[src/rtl/binaris_modulo.sv]
// Parametrised up/down modulo counter with programmable step, parallel load,
// wrap or saturate at the modulus, terminal-count pulse and sticky overflow.
module binaris_modulo #(
   parameter int unsigned WIDTH  = 8,
   parameter int unsigned MAXVAL = 2**WIDTH - 1,
   parameter bit          SAT    = 1'b0
) (
   input  logic             clk,
   input  logic             reset,
   input  logic             en,
   input  logic             load,
   input  logic [WIDTH-1:0] d,
   input  logic [WIDTH-1:0] lep,
   input  logic             elore,
   input  logic             clr_ovf,
   output logic [WIDTH-1:0] q,
   output logic             tc,
   output logic             ovf
);

   // One extra bit so MAXVAL+1 == 2**WIDTH and q+s never overflow.
   localparam logic [WIDTH:0]   MAXV = (WIDTH+1)'(MAXVAL);
   localparam logic [WIDTH:0]   MODV = MAXV + (WIDTH+1)'(1);
   localparam logic [WIDTH-1:0] MAXQ = WIDTH'(MAXVAL);

   logic [WIDTH:0]   q_ext;
   logic [WIDTH:0]   d_ext;
   logic [WIDTH:0]   lep_ext;
   logic [WIDTH:0]   s;
   logic [WIDTH:0]   sum;
   logic [WIDTH-1:0] q_nxt;
   logic             tc_nxt;

   assign q_ext   = {1'b0, q};
   assign d_ext   = {1'b0, d};
   assign lep_ext = {1'b0, lep};

   always_comb begin
      q_nxt  = q;
      tc_nxt = 1'b0;
      // Clamping the step keeps any wrap within a single modulus correction.
      s      = (lep_ext > MAXV) ? MAXV : lep_ext;
      sum    = q_ext + s;
      if (load) begin
         q_nxt = (d_ext > MAXV) ? MAXQ : d;
      end else if (en) begin
         if (elore) begin
            if (sum > MAXV) begin
               tc_nxt = 1'b1;
               q_nxt  = SAT ? MAXQ : WIDTH'(sum - MODV);
            end else begin
               q_nxt  = sum[WIDTH-1:0];
            end
         end else begin
            if (s > q_ext) begin
               tc_nxt = 1'b1;
               q_nxt  = SAT ? '0 : WIDTH'(q_ext + MODV - s);
            end else begin
               q_nxt  = WIDTH'(q_ext - s);
            end
         end
      end
   end

   always_ff @(posedge clk) begin
      if (reset) begin
         q   <= '0;
         tc  <= 1'b0;
         ovf <= 1'b0;
      end else begin
         q   <= q_nxt;
         tc  <= tc_nxt;
         ovf <= tc_nxt | (ovf & ~clr_ovf);
      end
   end

endmodule

[config.mk]
export PLATFORM = sky130hd
export DESIGN_NAME = binaris_modulo
export DESIGN_NICKNAME = d
export VERILOG_FILES = /design/src/rtl/binaris_modulo.sv
export SDC_FILE = /design/constraint.sdc
export NUM_CORES = 1
export LEC_CHECK = 0
export CAP_MARGIN = 20
export CORE_MARGIN = 3
export CORE_UTILIZATION = 48
export DETAILED_ROUTE_END_ITERATION = 10
export PLACE_DENSITY = 0.87
export SYNTH_ARGS = -nofsm -noshare
export SYNTH_HDL_FRONTEND = slang
export SYNTH_SLANG_ARGS = --single-unit
export TNS_END_PERCENT = 100
[constraint.sdc]
create_clock -name clk -period 2.3 [get_ports clk]
set_input_delay 0.46 -clock clk [delete_from_list [all_inputs] [get_ports clk]]
set_output_delay 0.46 -clock clk [all_outputs]
set_load 0.01 [all_outputs]
==> results.md <==
* Result of the run: finished, final reports clean
* Final period demand of the worst path at roughly 2.2 ns
* Die width at ~55 um
* Initial core utilization at 0.511
* Count of placed standard cells in the final layout, fillers left out at between 200 and 250
* Number of antenna violations at the first check in global routing at 0
* Area of the placeable core at about 2200 um^2
* Total clock buffers created by CTS at 3
* Post-placement cell area at 1580 um^2
* Mapped Area at around 1100 um^2
* Cells traversed along the worst timing path: clkdlybuf4s50_1 -> inv_1 -> ha_1 -> o21ai_1 -> a21oi_2 -> buf_4 -> o311ai_4 -> xnor2_1 -> o22ai_1
* Total overflow reported by the global router at 0
* Top Family by Delay on Critical Path: buffers and inverters
* Io pins at 32
* Clock tree from TritonCTS: built
* Post-synth top area cell: sky130_fd_sc_hd__dfxtp_1
* Type of the worst min-delay path: register to register
* EDFF count, synth at 0
* Worst-case setup slack after placement at -0.383 ns
* CP max FO at 7
* Area enclosed by the die boundary at around 3000 um^2
* Leading post-synthesis cells by instance count: 17 x sky130_fd_sc_hd__inv_1, 16 x sky130_fd_sc_hd__ha_1, 14 x sky130_fd_sc_hd__a21oi_1
* Register bit count reported by yosys at 10
* Sw frac at 0.353
* Portion of synthesized cell area occupied by the leading cell type at 0.175
* Port buffer count at 31
* Number of DRC violations after detailed-routing iteration 0 at just over 60
* Die Y at between 50 and 60 um
* Cells taking the most area after synthesis: sky130_fd_sc_hd__dfxtp_1 18%, sky130_fd_sc_hd__ha_1 18%, sky130_fd_sc_hd__a21oi_1 6.1%, sky130_fd_sc_hd__inv_1 5.6%, sky130_fd_sc_hd__fa_1 3.5%
* Combinational group share of total power at 0.505
* Critical Path Start Type: primary input
* Mean area per synthesized cell at approximately 8.3 um^2
* Routed WL at about 3.4 mm
* Worst Setup Slack, final at just over 0.09 ns
* Largest net degree at the start of global routing at 16
* Quantity of hold-fixing buffers added after cts at 0
* Clock transition at the register clock pins on the worst setup and hold paths after CTS at 0.07 ns
* Worst setup skew after layout at between 0.008 and 0.009 ns
* Antenna cells at 0
* Placer congestion estimate at approximately 0.9
* Sw power at 261 uW
* Synthesis-to-layout area growth at 46.1%
* Share of the yosys chip area belonging to registers at 0.175
* Total instance count after detailed placement at between 200 and 250
* Count of maximum capacitance violations at 0
* Max-Slew Margin vs Limit at 0.757
* Count of antenna-violating nets left after detailed routing at 0
* Leakage power at 0.717 nW
* DP HPWL at ~2.6 mm
* Largest buffer count on any clock path at 2
* Cell at the slowest stage of the critical path: sky130_fd_sc_hd__clkdlybuf4s50_1
* WL/cell at 15.7 um
* Synth warnings at 0
* Standard-cell row count at 17
* Final Hold Violating Endpoints at 0
* Length of the first detailed-routing pass in iterations at 4
* Final worst path period share at 0.960
* Post-Syn Nets at between 150 and 200
* CTS Sinks at 10
* Unrepaired setup endpoints after global routing: no
* Leading cell type by number of instances after synthesis: sky130_fd_sc_hd__inv_1
* H-tree levels at 1
* Internal power at between 400 and 500 uW
* Most used flip-flop cell after synthesis: sky130_fd_sc_hd__dfxtp_1
* Final Instance Area at 1670 um^2
* Yosys cell types at 41
* Worst path buffer plus inverter count at 3
* Number of vias after detailed routing at around 1300
* Crit end category: register
* Pwr dens at 444 nW/um^2
* Residual DRC count at 0
* Fraction of power consumed by sequential logic at 0.279
* Achievable frequency at 0.453 GHz
* Mapped Cells at between 100 and 150
* Via count of the first global-routing pass at roughly 1200
* Number of max-slew violations in the final report at 0
* Proportion of synthesized flip-flops having asynchronous set or reset at 0
* Peak supply drop at around 0.55 mV
* Number of endpoints failing setup at the final stage at 0
* Kind of critical path: primary input to register
* Required time at the worst-slack endpoint at between 2 and 2.5 ns
* Cell chosen for the clock root: sky130_fd_sc_hd__clkbuf_4
* Wire length of the first global-routing pass at between 5 and 6 mm
* Slew at the pin closest to its max-slew limit at approximately 0.36 ns
* Clock Power Share at 0.216
* Worst EP arrival at between 2 and 2.5 ns
* Vias per std cell at around 5.8
* Total global-route track usage at 0.260
* Worst skew pair latency at roughly 0.28 ns
* Fraction of final layout cells with drive strength greater than 1 at 0.209
* Peak per-stage delay on the critical path at around 0.49 ns
* Net total in the final layout at roughly 230
## cells in the final DEF, fill, tap and decap left out, types with 4 or more instances in the layout
master,count
sky130_fd_sc_hd__a21oi_1,13
sky130_fd_sc_hd__ha_1,13
sky130_fd_sc_hd__clkdlybuf4s50_1,28
sky130_fd_sc_hd__nand2_1,4
sky130_fd_sc_hd__nor2_1,10
sky130_fd_sc_hd__inv_1,17
sky130_fd_sc_hd__dfxtp_1,10
sky130_fd_sc_hd__buf_4,19
sky130_fd_sc_hd__nor3b_1,4
sky130_fd_sc_hd__o21ai_0,5
## timing repair
item	CTS	global route
resized for setup	8	3
setup buffers	2	0
pin swaps	7	4
endpoints found under the setup margin	5	3
## power by group through the flow
stage	clock network (mW)	logic, mW	registers, mW
5_1_grt	0.173	0.403	0.209
6_report	0.160	0.374	0.206
3_5_place_dp	0	0.345	0.209
2_1_floorplan	0	0.189	0.211
4_1_cts	0.166	0.362	0.206
3_3_place_gp	0	0.330	0.207
## per-stage QoR
step / total power [mW] / setup TNS (ns) / hold WS [ns] / util
floorplan: 0.400 / 0 / 0.510 / -
global placement: 0.537 / -1.81 / 0.452 / 0.707
detailed placement: 0.554 / -2.32 / 0.476 / 0.707
CTS: 0.734 / 0 / 0.497 / 0.744
global route: 0.784 / 0 / 0.513 / 0.746
finish: 0.740 / 0 / 0.485 / 0.746
## final cells by class
type                       instances  area (um^2)
tap                               28         35.0
multi-input combinational        106          878
sequential                        10          200
timing repair buffer              50          453
inverter                          17         63.8
fill                             164          567
clock buffer                       4         36.3
## per-layer routing
layer / part of all wire / global-route usage
met4: 0.060 / 0.183
met3: 0.074 / 0.0545
met2: 0.47 / 0.425
met5: 0 / 0
met1: 0.39 / 0.298
## registers in the layout (all words and copies together), names as in the netlist
register / count
q: 8
tc: 1
ovf: 1
## path summary, 6_finish.rpt
| path | start | end | slack, ns | cells after the start |
|---|---|---|---|---|
| worst max-delay path | lep[4] | q[6] | 0.09 | 9 |
| worst min-delay path | ovf | ovf | 0.49 | 1 |
| worst max register to register | q[0] | q[6] | 0.13 | 10 |
| worst min register to register | ovf | ovf | 0.49 | 1 |
## logic make-up (layout without fill, tap and decap cells)
family                   after synthesis  in the layout  share of synthesized area
multiplexers                           2              2                     0.0175
buffers and inverters                 22             71                     0.0866
flip-flops                            10             10                      0.175
adder cells (fa/ha/maj)               18             18                      0.211
XOR/XNOR                               5              5                     0.0384
AND/OR/NAND/NOR                       32             32                      0.154
AO/OA/AOI/OAI                         49             49                      0.318
## worst reg2reg max path: stages (launching register included)
cell and delay, ns:
sky130_fd_sc_hd__dfxtp_1 0.38, sky130_fd_sc_hd__inv_1 0.06, sky130_fd_sc_hd__ha_2 0.21, sky130_fd_sc_hd__fa_2 0.37, sky130_fd_sc_hd__and2b_2 0.25, sky130_fd_sc_hd__o21ai_4 0.08
sky130_fd_sc_hd__a21oi_2 0.19, sky130_fd_sc_hd__buf_4 0.15, sky130_fd_sc_hd__o311ai_4 0.08, sky130_fd_sc_hd__xnor2_1 0.20, sky130_fd_sc_hd__o22ai_1 0.10
No activity file was read; power rests on OpenSTA's default activity.
==> variant (same flow settings) <==
Change the parameter `SAT` from 1'b0 to 1'b1.
--- a/src/rtl/binaris_modulo.sv
+++ b/src/rtl/binaris_modulo.sv
@@ -3,7 +3,7 @@
 module binaris_modulo #(
    parameter int unsigned WIDTH  = 8,
    parameter int unsigned MAXVAL = 2**WIDTH - 1,
-   parameter bit          SAT    = 1'b0
+   parameter bit          SAT    = 1'b1
 ) (
    input  logic             clk,
    input  logic             reset,
Formal check against the unedited RTL: not equivalent (Yosys sat finds a counterexample within 4 cycles, from zero or initial values and one cycle with reset high).
==> variant against the unedited design <==
- the run now ends with setup timing left
- sequential cell count unchanged
- critical path depth decreased by 1
- power increased by 27%
- cell area increased by 29%
- synthesized area increased by 20%
- wire length increased by 59%
- worst setup slack got worse by 0.11 ns
- die area increased by 18%
- synthesized cell count increased by 33%
- highest routed layer unchanged
==> variant: results (changes against the unedited design) <==
Adder-cell area share of the yosys netlist: 17.5% (was 21.1%)
Post-synth cell types: 53 (was 41)
Setup-failing EPs final: 3 (was 0)
Comb_multi_in: 144 (was 106)
Failing checks: setup timing
Nets: 294 (was 228)
Post-DR wirelength/cell: 19.0 um (was 15.7 um)
Synth area leaders: dfxtp_1 (15%), ha_1 (15%), nor2_1 (6.6%) (was dfxtp_1 (18%), ha_1 (18%), a21oi_1 (6.1%))
Layout cells sized above 1: 28.5% (was 20.9%)
Multi-input combinational area share: 53.6% (was 52.7%)
Synth Area in XOR/XNOR: 4.47% (was 3.84%)
Mux contribution to synthesized area: 0% (was 1.75%)
Syn Area/Cell: 7.46 um2 (was 8.27 um2)
Cell family with most CP delay: compound AO/OA/AOI/OAI gates (was buffers and inverters)
Slew Limit Headroom: 76.6% (was 75.7%)
Combinational power share: 59.2% (was 50.5%)
Arr. time, crit path: 2.53 ns (was 2.37 ns)
Filler cells: 143 (was 164)
Vias in the first global route: 1,592 (was 1,198)
Initial DRC count: 199 (was 61)
Largest net degree at the start of global routing: 21 (was 16)
Syn Nets: 224 (was 178)
Length of the first detailed-routing pass in iterations: 6 (was 4)
Met1 Use GR: 32.0% (was 29.8%)
Peak supply drop: 0.431 mV (was 0.548 mV)
Global routing usage on met3: 4.36% (was 5.45%)
Placer Congestion: 0.880 (was 0.894)
Met3 WL post-DR: 526 um (was 250 um)
Setup ws final: -0.0207 ns (was 0.0930 ns)
Cell count after placement: 276 (was 209)
Leak Pwr: 0.983 nW (was 0.717 nW)
Finished Layout Cells: 283 (was 215)
Status: complete, but fails checks (was complete, no violations)
Switch Pwr: 0.373 mW (was 0.261 mW)
Reg clk slew, reported paths: 0.09 ns (was 0.07 ns)
Fraction of cell area in non-clock buffers: 30.1% (was 27.2%)
M1 WL: 2.03 mm (was 1.33 mm)
Sequential power share: 22.0% (was 27.9%)
-- variant: cell count changes in the layout (fill, tap and decap cells not counted), moves of 4 or more --
cell      unedited run  this run
buf_4               19        43
nand2_1              4        11
nor2_1              10        24
nand2b_1             1         6
nor3b_1              4         0
-- variant: worst paths after layout --
path                             start    to  cells past startpoint  slack [ns]
worst min register to register     ovf   ovf                      1        0.46
worst min-delay path               ovf   ovf                      1        0.46
worst max-delay path            lep[3]  q[5]                      8       -0.02
worst max register to register    q[0]  q[7]                     10        0.07
-- variant: per-stage QoR --
step | hold slack (ns) | utilization (%) | setup WS [ns]
6_report | 0.462 | 82.7 | -0.0207
4_1_cts | 0.457 | 79.6 | 0.0188
5_1_grt | 0.473 | 82.7 | -0.180
2_1_floorplan | 0.497 | - | 0.138
3_5_place_dp | 0.439 | 76.4 | -0.515
3_3_place_gp | 0.433 | 76.4 | -0.372
